`src/rtl/spi_ram_ctrl_if.sv`:
```
// Frame/byte bundle between the SPI slave and the RAM controller.
// The SPI slave side is the master; the RAM controller is the slave.
interface spi_ram_ctrl_if;
   logic [9:0] rx_data;
   logic       rx_valid;
   logic [7:0] tx_data;
   logic       tx_valid;

   modport master (
      output rx_data,
      output rx_valid,
      input  tx_data,
      input  tx_valid
   );

   modport slave (
      input  rx_data,
      input  rx_valid,
      output tx_data,
      output tx_valid
   );
endinterface

```
`src/rtl/spi_ram_ctrl.sv`:
```
// RAM controller behind the SPI slave: address/data/read commands per frame.
// Optional SPI_RAM_ADDR_AUTO_INC_EN: post-increment wr/rd address on data cmds.
module spi_ram_ctrl #(
   parameter int MEM_DEPTH = 256,
   parameter int ADDR_SIZE = 8
) (
   input logic           clk,
   input logic           rst,
   spi_ram_ctrl_if.slave bus
);

   typedef enum logic {IDLE, EXEC} state_t;

   logic [7:0]           mem [MEM_DEPTH];
   state_t               state;
   logic                 rx_valid_q;
   logic [1:0]           cmd_q;
   logic [7:0]           pay_q;
   logic [ADDR_SIZE-1:0] wr_addr;
   logic [ADDR_SIZE-1:0] rd_addr;
   logic                 accept;
   logic                 wr_ok;
   logic                 rd_ok;
   logic                 do_write;

   assign accept   = bus.rx_valid & ~rx_valid_q;
   assign wr_ok    = int'(wr_addr) < MEM_DEPTH;
   assign rd_ok    = int'(rd_addr) < MEM_DEPTH;
   assign do_write = !rst && state == EXEC && cmd_q == 2'b01 && wr_ok;

`ifdef SPI_RAM_ADDR_AUTO_INC_EN
   logic [ADDR_SIZE-1:0] wr_next;
   logic [ADDR_SIZE-1:0] rd_next;

   // Wrap at the last real word; past-the-end addresses wrap naturally.
   assign wr_next = (int'(wr_addr) == MEM_DEPTH - 1) ?
                    '0 : wr_addr + ADDR_SIZE'(1);
   assign rd_next = (int'(rd_addr) == MEM_DEPTH - 1) ?
                    '0 : rd_addr + ADDR_SIZE'(1);
`endif

   // Contents survive rst on purpose.
   always_ff @(posedge clk) begin
      if (do_write)
         mem[wr_addr] <= pay_q;
   end

   always_ff @(posedge clk) begin
      if (rst) begin
         state        <= IDLE;
         rx_valid_q   <= 1'b1;
         cmd_q        <= 2'b00;
         pay_q        <= 8'h00;
         wr_addr      <= '0;
         rd_addr      <= '0;
         bus.tx_data  <= 8'h00;
         bus.tx_valid <= 1'b0;
      end else begin
         rx_valid_q <= bus.rx_valid;
         if (accept) begin
            cmd_q        <= bus.rx_data[9:8];
            pay_q        <= bus.rx_data[7:0];
            bus.tx_valid <= 1'b0;
         end
         unique case (state)
            IDLE: begin
               if (accept)
                  state <= EXEC;
            end
            EXEC: begin
               state <= accept ? EXEC : IDLE;
               unique case (cmd_q)
                  2'b00: begin
                     wr_addr      <= pay_q[ADDR_SIZE-1:0];
                     bus.tx_valid <= 1'b0;
                  end
                  2'b01: begin
                     bus.tx_valid <= 1'b0;
`ifdef SPI_RAM_ADDR_AUTO_INC_EN
                     wr_addr <= wr_next;
`endif
                  end
                  2'b10: begin
                     rd_addr      <= pay_q[ADDR_SIZE-1:0];
                     bus.tx_valid <= 1'b0;
                  end
                  2'b11: begin
                     bus.tx_data  <= rd_ok ? mem[rd_addr] : 8'h00;
                     bus.tx_valid <= 1'b1;
`ifdef SPI_RAM_ADDR_AUTO_INC_EN
                     rd_addr <= rd_next;
`endif
                  end
               endcase
            end
         endcase
      end
   end

endmodule
```
`src/flat_wrapper.sv`:
```
// flat-port wrapper written by rule: the top's interface ports become plain ports
module spi_ram_ctrl_flat 
#(
   parameter int MEM_DEPTH = 256,
   parameter int ADDR_SIZE = 8
)
  (clk, rst, bus_rx_data, bus_rx_valid, bus_tx_data, bus_tx_valid);
  spi_ram_ctrl_if bus_i ();
  input logic clk;
  input logic rst;
  input wire logic [$bits(bus_i.rx_data)-1:0] bus_rx_data;
  input wire logic [$bits(bus_i.rx_valid)-1:0] bus_rx_valid;
  output wire logic [$bits(bus_i.tx_data)-1:0] bus_tx_data;
  output wire logic [$bits(bus_i.tx_valid)-1:0] bus_tx_valid;
  assign bus_i.rx_data = bus_rx_data;
  assign bus_i.rx_valid = bus_rx_valid;
  assign bus_tx_data = bus_i.tx_data;
  assign bus_tx_valid = bus_i.tx_valid;
  spi_ram_ctrl #(.MEM_DEPTH(MEM_DEPTH), .ADDR_SIZE(ADDR_SIZE)) u_core (.clk(clk), .rst(rst), .bus(bus_i));
endmodule
```
`config.mk`:
```
export PLATFORM = sky130hd
export DESIGN_NAME = spi_ram_ctrl_flat
export DESIGN_NICKNAME = d
export VERILOG_FILES = /design/src/rtl/spi_ram_ctrl_if.sv /design/src/rtl/spi_ram_ctrl.sv /design/src/flat_wrapper.sv
export SDC_FILE = /design/constraint.sdc
export NUM_CORES = 2
export LEC_CHECK = 0
export CORE_ASPECT_RATIO = 1.4
export CORE_MARGIN = 8
export CORE_UTILIZATION = 35
export CTS_CLUSTER_DIAMETER = 30
export DETAILED_ROUTE_END_ITERATION = 12
export DONT_BUFFER_PORTS = 1
export GPL_ROUTABILITY_DRIVEN = 0
export MAX_ROUTING_LAYER = met4
export SYNTH_ARGS = -nofsm -noshare
export SYNTH_HDL_FRONTEND = slang
export SYNTH_SLANG_ARGS = --single-unit
```
`constraint.sdc`:
```
create_clock -name clk -period 4.9 [get_ports clk]
set_clock_uncertainty 0.05 [all_clocks]
set_input_delay 0.49 -clock clk [delete_from_list [all_inputs] [get_ports clk]]
set_output_delay 0.49 -clock clk [all_outputs]
set_load 0.02 [all_outputs]
```
==> results by group <==
Cells and area
  – Nets@finish: 4,292
  – Fillers: 20,100
  – Layout area overhead: 17.3%
  – Share of layout cells above drive strength 1: 23.2%

Yosys
  – Syn avg cell area: 20.1 µm²
  – Largest family of logic cells by synthesized area: multiplexers
  – FF+latch count, synth: 2,085
  – Warnings from Yosys: 0
  – Cell area after synthesis: 81,100 µm²
  – Unique masters post-synth: 59
  – Post-Syn Nets: 4,056
  – Area share of fa/ha/maj cells after synthesis: 0%
  – Post-synthesis mux area share: 14.6%
  – Gate Count Post-Synth: 4,043
  – Sequential area share after synthesis: 76.7%
  – Compound-Gate Fraction of Synth Area: 3.72%
  – Synth Flop Type: edfxtp_1
  – Synth Area in Simple Gates: 3.04%
  – Post-Synth XOR/XNOR Area: 0%
  – Share of flip-flops with an asynchronous set or reset: 0%
  – Post-synth EDFFs: 2,048

Die
  – Die area: 248,000 µm²
  – Row cnt: 209
  – Die Ht: 586 µm
  – Io pins: 22
  – Die width: 423 µm
  – Initial Utilization: 35.1%
  – Core area: 231,000 µm²

Clock network
  – Clk slew on worst S/H paths: 60 ps
  – Clock Root Buffer: clkbuf_16
  – CTS buffer count: 289
  – CTS sink cnt: 2,085
  – Setup Buffers After CTS: 0
  – Clock latency on the worst-skew pair: 830 ps
  – Worst-case clock buffer depth: 4
  – Htree depth: 5
  – CTS tree: built

Timing
  – Fin crit period: 4150 ps
  – Max Fclk: 0.241 GHz
  – Tcrit/Tclk final: 84.6%
  – Final WS setup: 754 ps
  – RSZ-0062 raised after global routing: no
  – Setup TNS: 0 ps
  – Setup violators final: 0
  – Pins Over Slew Limit: 0
  – Worst slew margin: 11.3%
  – Fin. Hold Viols: 0
  – Worst slew pin tran: 1330 ps

Routing
  – DRC: 0
  – Drt first pass iters: 6
  – Wire length per cell: 30.6 µm
  – DR vias/cell: 5.55
  – Total Wirelength: 232 mm
  – Via count: 42,000
  – DR iter-0 viols: 4,771
  – Routed Antenna Nets: 0

Pwr
  – Pwr/cell area: 425 nW/µm²
  – VDD IR max: 282 µV
  – Tot Pwr: 40.5 mW
  – Pleak: 28.7 nW

Global routing
  – Largest net degree at the start of global routing: 165
  – Total GRT Usage: 18.7%
  – Total global routing overflow: 0
  – First-pass GRT wire length: 326 mm
  – Vias in the first global route: 43,100
  – Initial antenna violation count: 7

Placed design
  – IO buf count: 0
  – Pre-CTS setup slack: 912 ps
  – DP Wirelength: 147 mm

Worst setup path
  – Kind of critical path: reg2reg
  – R2R setup slack: 750 ps
  – Reg2Reg Depth: 7
  – Crit Path Max Fanout: 23
  – WP data required: 5510 ps
  – Critical path arrival: 4750 ps
  – CP endpoint kind: register
  – Startpoint types: register
  – Worst r2r src: u_core.rd_addr[6]
  – FF-to-FF End: u_core.bus.tx_data[4]

Worst hold path
  – Hold path start: rst
  – Hold depth: 3
  – Worst Hold Class: in2reg
  – Hold Path Sink: u_core.bus.tx_data[7]

Run status
  – Status: finished, final reports clean

Flow run
  – # Max-Cap Violations: 0
placed cells by master (no fill, tap or decap), types with 46 or more instances in the layout:
cell,netlist,routed
nand3_1,46,46
mux2i_1,329,329
edfxtp_1,2048,2048
o22ai_1,89,89
buf_4,28,142
nor2_1,303,298
nand2_1,110,109
mux4_2,360,360
a22oi_1,65,65
clkbuf_16,0,293
what timing repair did:
action                                 4_1_cts  5_1_grt
hold buffers                                28        0
endpoints found under the hold margin       29        0
gates resized for setup                      0        0
registers in the layout (all words and copies together) (netlist names):
register             count
u_core.bus.tx_data       8
u_core.bus.tx_valid      1
u_core.cmd_q             2
u_core.mem            2048
u_core.pay_q             8
u_core.rd_addr           8
u_core.rx_valid_q        1
u_core.state             1
u_core.wr_addr           8
synth_stat cells, drive strengths merged (29+ instances only):
master / instances / share of area, %
o21ai: 43 / 0.27
a22oi: 65 / 0.60
a21oi: 41 / 0.25
nand3: 46 / 0.28
mux4: 375 / 10
nand2: 110 / 0.51
mux2i: 329 / 4.1
buf: 136 / 1.3
dfxtp: 37 / 0.91
a211oi: 29 / 0.27
clkbuf: 120 / 0.56
o22ai: 89 / 0.69
o221ai: 45 / 0.49
nor2: 303 / 1.4
edfxtp: 2048 / 76
where the power goes:
part	internal, mW	total (mW)	leakage, nW	switching (mW)
registers	19.5	19.5	18.9	0.0408
logic	0.0320	0.202	5.10	0.170
clock network	12.5	20.8	4.68	8.28
total	32.0	40.5	28.7	8.49
worst max path at each step:
stage | start | endpoint | slack [ps] | cells after the start
3_5_place_dp | u_core.rd_addr[6] | u_core.bus.tx_data[6] | 910 | 7
4_1_cts | u_core.rd_addr[6] | u_core.bus.tx_data[6] | 850 | 7
3_3_place_gp | u_core.rd_addr[0] | u_core.bus.tx_data[5] | 290 | 7
2_1_floorplan | u_core.pay_q[0] | u_core.mem[0][0] | 560 | 0
5_1_grt | u_core.rd_addr[0] | u_core.bus.tx_data[4] | 800 | 9
6_report | u_core.rd_addr[6] | u_core.bus.tx_data[4] | 750 | 7
metrics by stage:
stage,cell area (µm²),cells,hold WS [ps],utilization [%]
2_1_floorplan,81100,4043,433,-
3_3_place_gp,85200,7018,490,36.9
3_5_place_dp,85200,7019,495,36.9
4_1_cts,95100,7566,90.1,41.2
5_1_grt,95200,7569,43.8,41.2
6_report,95200,7570,43.3,41.2
routing by layer:
metal	share of wire (%)	track usage (%)
met5	0	-
met4	6.5	10.4
met3	7.0	3.11
met2	51	31.7
met1	36	21.0
layout make-up:
class	count	area, µm²	area share, %
clock inverters	207	2240	2.36
clock buffers	312	7420	7.80
repair buffers	201	1960	2.06
inverters	3	13.8	0.0145
multi-input cells	1699	17400	18.3
flip-flops and latches	2085	62300	65.5
well taps	3059	3830	4.02
diodes	4	10.0	0.0105
cell families after synthesis:
group | after synthesis
flops | 2085
mux | 708
simple gates | 567
compound gates | 424
buf+inv | 259
critical path: stages, from the launching register on:
cell	delay (ps)
dfxtp_1	1210
nand2_1	570
nor3_2	690
nand2_1	100
a21oi_1	500
nor4_1	160
a32oi_1	540
o41ai_1	160
No activity file was read; power rests on OpenSTA's default activity.
